[config.mk]
export PLATFORM = sky130hd
export DESIGN_NAME = aes_dec_feeder
export DESIGN_NICKNAME = d
export VERILOG_FILES = /design/src/rtl/aes_dec_feeder.sv
export SDC_FILE = /design/constraint.sdc
export NUM_CORES = 1
export LEC_CHECK = 0
export CAP_MARGIN = 25
export CORE_MARGIN = 1
export CORE_UTILIZATION = 38
export CTS_CLUSTER_SIZE = 30
export DETAILED_ROUTE_END_ITERATION = 8
export GPL_ROUTABILITY_DRIVEN = 0
export PLACE_DENSITY = 0.71
export SLEW_MARGIN = 10
export SYNTH_ARGS = -nofsm -noshare
export SYNTH_HDL_FRONTEND = slang
export SYNTH_SLANG_ARGS = --single-unit
[constraint.sdc]
create_clock -name clk -period 4.7 [get_ports clk]
set_input_delay 1.41 -clock clk [delete_from_list [all_inputs] [get_ports clk]]
set_output_delay 1.41 -clock clk [all_outputs]
set_load 0.05 [all_outputs]
[src/rtl/aes_dec_feeder.sv]
// aes_dec_feeder
// Input-side controller for a pipelined AES-128 decryption core. It owns the
// cipher key, sequences the core's round-key expansion, buffers ciphertext in
// a small FIFO, issues up to one block per cycle to the core, and raises
// pt_valid when the core's output holds a plaintext. A key change is held
// back until every block queued or in flight under the old key has completed.
//
// Ports:
//   clk, rst     clock (rising edge), asynchronous active-low reset
//   key_in       new cipher key, sampled when key_load=1 in IDLE or RUN
//   key_load     one-cycle request to load key_in
//   key_ready    round keys are valid and blocks may issue
//   ct_in        ciphertext block, with ct_valid/ct_ready handshake
//   dec_in       core IN, driven combinationally from the FIFO head
//   dec_key      core KEY, changes only when a key load begins
//   dec_enable   core enable, one per issued block
//   dec_fsm_en   core key-expansion enable, high for KEY_LOAD_CYCLES cycles
//   pt_valid     core OUT holds a valid plaintext this cycle
//   busy         FIFO non-empty or any block still in the core pipeline
module aes_dec_feeder #(
  parameter int BLOCK_LENGTH    = 128,
  parameter int FIFO_DEPTH      = 4,
  parameter int PIPE_LATENCY    = 11,
  parameter int KEY_LOAD_CYCLES = 12
) (
  input  logic                    clk,
  input  logic                    rst,
  input  logic [BLOCK_LENGTH-1:0] key_in,
  input  logic                    key_load,
  output logic                    key_ready,
  input  logic [BLOCK_LENGTH-1:0] ct_in,
  input  logic                    ct_valid,
  output logic                    ct_ready,
  output logic [BLOCK_LENGTH-1:0] dec_in,
  output logic [BLOCK_LENGTH-1:0] dec_key,
  output logic                    dec_enable,
  output logic                    dec_fsm_en,
  output logic                    pt_valid,
  output logic                    busy
);

  localparam int AW = $clog2(FIFO_DEPTH);
  localparam int PW = AW + 1;
  localparam int CW = $clog2(KEY_LOAD_CYCLES + 1);

  typedef enum logic [1:0] {
    ST_IDLE     = 2'd0,
    ST_KEY_LOAD = 2'd1,
    ST_RUN      = 2'd2,
    ST_DRAIN    = 2'd3
  } state_t;

  state_t                  state_r;
  state_t                  state_nxt_s;
  logic [CW-1:0]           cnt_r;
  logic [CW-1:0]           cnt_nxt_s;
  logic [PW-1:0]           wr_ptr_r;
  logic [PW-1:0]           rd_ptr_r;
  logic [BLOCK_LENGTH-1:0] mem_r [FIFO_DEPTH];
  logic [BLOCK_LENGTH-1:0] last_in_r;
  logic [BLOCK_LENGTH-1:0] key_r;
  logic [BLOCK_LENGTH-1:0] pend_key_r;
  logic [PIPE_LATENCY-1:0] pipe_r;

  logic                    empty_s;
  logic                    full_s;
  logic                    push_s;
  logic                    pop_s;
  logic                    load_key_s;
  logic                    latch_pend_s;
  logic                    commit_pend_s;
  logic                    pipe_clear_next_s;
  logic                    key_ready_s;
  logic                    ct_ready_s;
  logic                    fsm_en_s;

  // FIFO status from the extra pointer wrap bit.
  always_comb begin
    empty_s = (wr_ptr_r == rd_ptr_r);
    full_s  = (wr_ptr_r[AW] != rd_ptr_r[AW]) &&
              (wr_ptr_r[AW-1:0] == rd_ptr_r[AW-1:0]);
    // True when nothing older than the output stage is in the pipe, i.e. after
    // this edge the pipeline is empty provided no new block issues now.
    pipe_clear_next_s = (pipe_r[PIPE_LATENCY-2:0] == {(PIPE_LATENCY-1){1'b0}});
  end

  // Next-state, handshake and core control decode.
  always_comb begin
    state_nxt_s   = state_r;
    cnt_nxt_s     = cnt_r;
    load_key_s    = 1'b0;
    latch_pend_s  = 1'b0;
    commit_pend_s = 1'b0;
    key_ready_s   = 1'b0;
    ct_ready_s    = 1'b0;
    fsm_en_s      = 1'b0;
    pop_s         = 1'b0;
    case (state_r)
      ST_IDLE: begin
        if (key_load) begin
          state_nxt_s = ST_KEY_LOAD;
          cnt_nxt_s   = CW'(KEY_LOAD_CYCLES);
          load_key_s  = 1'b1;
        end else begin
          state_nxt_s = ST_IDLE;
        end
      end
      ST_KEY_LOAD: begin
        fsm_en_s   = 1'b1;
        ct_ready_s = !full_s;
        if (cnt_r == CW'(1)) begin
          state_nxt_s = ST_RUN;
          cnt_nxt_s   = CW'(0);
        end else begin
          cnt_nxt_s   = cnt_r - CW'(1);
        end
      end
      ST_RUN: begin
        key_ready_s = 1'b1;
        ct_ready_s  = !full_s;
        pop_s       = !empty_s;
        if (key_load) begin
          state_nxt_s  = ST_DRAIN;
          latch_pend_s = 1'b1;
        end else begin
          state_nxt_s  = ST_RUN;
        end
      end
      ST_DRAIN: begin
        pop_s = !empty_s;
        // Leave as the last old-key plaintext is being presented.
        if (empty_s && pipe_clear_next_s) begin
          state_nxt_s   = ST_KEY_LOAD;
          cnt_nxt_s     = CW'(KEY_LOAD_CYCLES);
          commit_pend_s = 1'b1;
        end else begin
          state_nxt_s   = ST_DRAIN;
        end
      end
      default: begin
        state_nxt_s = ST_IDLE;
        cnt_nxt_s   = CW'(0);
      end
    endcase
    push_s = ct_valid && ct_ready_s;
  end

  // Output drive; dec_in is combinational because the core samples IN and
  // enable on the same edge.
  always_comb begin
    key_ready  = key_ready_s;
    ct_ready   = ct_ready_s;
    dec_fsm_en = fsm_en_s;
    dec_enable = pop_s;
    dec_key    = key_r;
    pt_valid   = pipe_r[PIPE_LATENCY-1];
    busy       = !empty_s || (pipe_r != {PIPE_LATENCY{1'b0}});
    if (empty_s) begin
      dec_in = last_in_r;
    end else begin
      dec_in = mem_r[rd_ptr_r[AW-1:0]];
    end
  end

  // Control state, key registers, FIFO pointers and in-flight shift register.
  always_ff @(posedge clk or negedge rst) begin
    if (!rst) begin
      state_r    <= ST_IDLE;
      cnt_r      <= CW'(0);
      wr_ptr_r   <= PW'(0);
      rd_ptr_r   <= PW'(0);
      last_in_r  <= {BLOCK_LENGTH{1'b0}};
      key_r      <= {BLOCK_LENGTH{1'b0}};
      pend_key_r <= {BLOCK_LENGTH{1'b0}};
      pipe_r     <= {PIPE_LATENCY{1'b0}};
    end else begin
      state_r <= state_nxt_s;
      cnt_r   <= cnt_nxt_s;
      pipe_r  <= {pipe_r[PIPE_LATENCY-2:0], pop_s};
      if (push_s) begin
        wr_ptr_r <= wr_ptr_r + PW'(1);
      end
      if (pop_s) begin
        rd_ptr_r  <= rd_ptr_r + PW'(1);
        last_in_r <= mem_r[rd_ptr_r[AW-1:0]];
      end
      if (load_key_s) begin
        key_r <= key_in;
      end else if (commit_pend_s) begin
        key_r <= pend_key_r;
      end
      if (latch_pend_s) begin
        pend_key_r <= key_in;
      end
    end
  end

  // FIFO storage; contents are only observable while the FIFO is non-empty.
  always_ff @(posedge clk) begin
    if (push_s) begin
      mem_r[wr_ptr_r[AW-1:0]] <= ct_in;
    end
  end

endmodule

==> flow_summary_export.csv, run 1 <==
group,metric,value,unit
status,status,"finished, final reports clean",
routing,routed_wl,85500,um
global_route,grt_pass1_vias,21400,
final_layout,area_growth_syn_to_layout,30.6,%
final_layout,drive_above_1_share,0.255,
critical_path,r2r_end,"last_in_r[120]",
sta,setup_viol,0,
sta,hold_viol,0,
synthesis,ys_seq_area_frac,0.705,
placed_design,postPlaceCellArea,44100,sq um
routing,vias,20700,
clock_network,cts.reportedPaths.clkPinSlew,0.06,ns
synthesis,synth.top_cell.area_share,0.424,
critical_path,startpoint,"rd_ptr_r[0]",
global_route,grt_overflow,0,
sta,skew,0.0364,ns
global_route,antenna_found_initial,18,
clock_network,postCtsHoldBufs,0,
final_layout,finish.utilization,0.504,
sta,fin_setup_tns,0,ns
floorplan,start_util,0.386,
clock_network,clkSinkCount,919,
routing,drt_iter0_markers,1174,
sta,period_share,0.921,
final_layout,fin_nets,3083,
synthesis,avgSynthCellArea,15.9,sq um
final_layout,multi_input_area,10100,sq um
sta,rsz0062_at_grt,"false",
clock_network,numCtsBuffers,94,
synthesis,synth_common_cells,"518 x nand2_1, 512 x edfxtp_1, 407 x dfrtp_1",
synthesis,yosysTopAreaCell,"edfxtp_1",
placed_design,post-place-ws,0.933,ns
critical_path,required,3.29,ns
floorplan,die_x,311,um
sta,fin_crit,4.33,ns
synthesis,yosys_warnings,0,
synthesis,syn_nets,2544,
routing,drc,0,
routing,first_pass_iters,5,
critical_path,cp.arrival,2.92,ns
routing,wire_per_inst,20.6,um
hold_path,hp-class,"reg2reg",
synthesis,synthCells,2273,
floorplan,boundaryPins,522,
critical_path,r2r_setup_slack,1.47,ns
placed_design,hpwl,53600,um
critical_path,critPathLaunchType,"flop",
global_route,grt_use_total,0.178,
critical_path,worst-setup-path-type,"reg2out",
routing,viasPerCell,4.98,
synthesis,synth_cell_types,31,
synthesis,yosysMostFrequentCell,"nand2_1",
clock_network,cts_setup_buffers,0,
global_route,grt_pass1_wl,132000,um
final_layout,final_cell_area,47300,sq um
floorplan,die_area,96600,sq um
synthesis,ys_async_sr_fraction,0.443,
global_route,grt_start_max_net_pins,131,
synthesis,ys_top_cells_by_area,"edfxtp_1 42%, dfrtp_1 28%, mux2_2 8.0%",
sta,fin_ws,0.370,ns
placed_design,port_buffers,521,
floorplan,die_height,311,um
sta,slew_violations,0,
clock_network,htree_levels,3,
sta,max_slew_margin,0.302,
synthesis,synth-edff-count,512,
clock_network,cts_resized,0,
critical_path,ff2ff_path_depth,6,
synthesis,syn_area,36200,sq um
critical_path,cp-endpoint,"dec_in[124]",
flow_run,maxCapViolations,0,
critical_path,r2r_start,"state_r[0]",
routing,ant_nets,0,
final_layout,seq_area,25600,sq um
floorplan,design.core.area,93900,sq um
clock_network,cts_tree,"yes",
clock_network,clk_path_buf_depth,3,
sta,fmax,0.231,GHz
critical_path,critPathMaxFanout,100,
final_layout,fill_cells,7739,
critical_path,cp-end-kind,"output port",
clock_network,root_buffer,"clkbuf_16",
clock_network,clkLatencyLatePin,0.67,ns
synthesis,ys.flop_type,"edfxtp_1",
sta,worst_slew_pin_slew,1.05,ns
floorplan,rows,112,
synthesis,synth-seq-cells,919,
## flip-flops by register name, indices dropped and copies added (netlist names)
signal      cells
dec_key       128
cnt_r           4
wr_ptr_r        3
last_in_r     128
mem_r         512
state_r         2
rd_ptr_r        3
pipe_r         11
pend_key_r    128
## worst min-delay path by stage
stage	startpoint	depth (start not counted)	endpoint
after floorplan	pipe_r[5]	0	pipe_r[6]
after global placement	pipe_r[7]	0	pipe_r[8]
after detailed placement	pipe_r[0]	0	pipe_r[1]
after CTS	pipe_r[0]	0	pipe_r[1]
after global routing	pipe_r[2]	0	pipe_r[3]
final	pipe_r[0]	0	pipe_r[1]
## layout by cell type, fill, tap and decap left out, types with 16 or more instances in the layout
cell type / instances
mux2i_1: 128
clkbuf_16: 95
o21ai_1: 40
buf_12: 118
clkbuf_1: 16
dfrtp_1: 405
o21ai_0: 93
clkbuf_8: 20
clkinv_2: 22
nand2_1: 516
mux4_2: 128
mux2_2: 258
clkdlybuf4s50_1: 390
buf_4: 62
edfxtp_1: 512
## per-layer routing
layer	routed length, um	share of wire	track usage
met5	178	0.0021	0
met4	1830	0.021	0.0434
met3	6750	0.079	0.0619
met2	40500	0.47	0.283
met1	36300	0.42	0.232
## logic make-up after synthesis
| group | count (synthesis) | share of synthesized area |
|---|---|---|
| flops | 919 | 0.705 |
| buf+inv | 138 | 0.0164 |
| fa+ha+maj | 11 | 0.00380 |
| compound gates | 144 | 0.0204 |
| xor+xnor | 7 | 0.00169 |
| simple gates | 540 | 0.0571 |
| mux | 514 | 0.195 |
## worst max-delay path, stage by stage (launching register included)
cell     delay, ns
dfrtp_4       0.44
buf_12        0.58
mux4_2        0.67
nand2_1       0.09
nand2_1       0.12
buf_12        0.17
## final cells by class
type	instances	share of cell area
inverter	10	0.000794
multi-input combinational	1216	0.214
timing repair buffer	571	0.143
clock buffer	131	0.0573
sequential	919	0.541
antenna	5	0.000265
tap	1254	0.0332
clock inverter	47	0.0110
## per-stage QoR
stage	hold slack (ns)	instances
2_1_floorplan	0.346	2273
3_3_place_gp	0.353	3970
3_5_place_dp	0.353	3970
4_1_cts	0.365	4148
5_1_grt	0.380	4149
6_report	0.366	4153
Power of run 1 is not shown: default switching activity piles up to over one toggle a cycle in this logic, so the estimate is an artifact.
==> run 2: changes to the inputs <==
--- a/config.mk
+++ b/config.mk
@@ -12,7 +12,7 @@
 export DETAILED_ROUTE_END_ITERATION = 8
 export GPL_ROUTABILITY_DRIVEN = 0
 export PLACE_DENSITY = 0.71
-export SLEW_MARGIN = 10
+export SLEW_MARGIN = 20
 export SYNTH_ARGS = -nofsm -noshare
 export SYNTH_HDL_FRONTEND = slang
 export SYNTH_SLANG_ARGS = --single-unit
==> results of run 2 <==
No change in the layout: final DEF, timing and power equal those of run 1.
Power of run 2 is left out for the same reason.
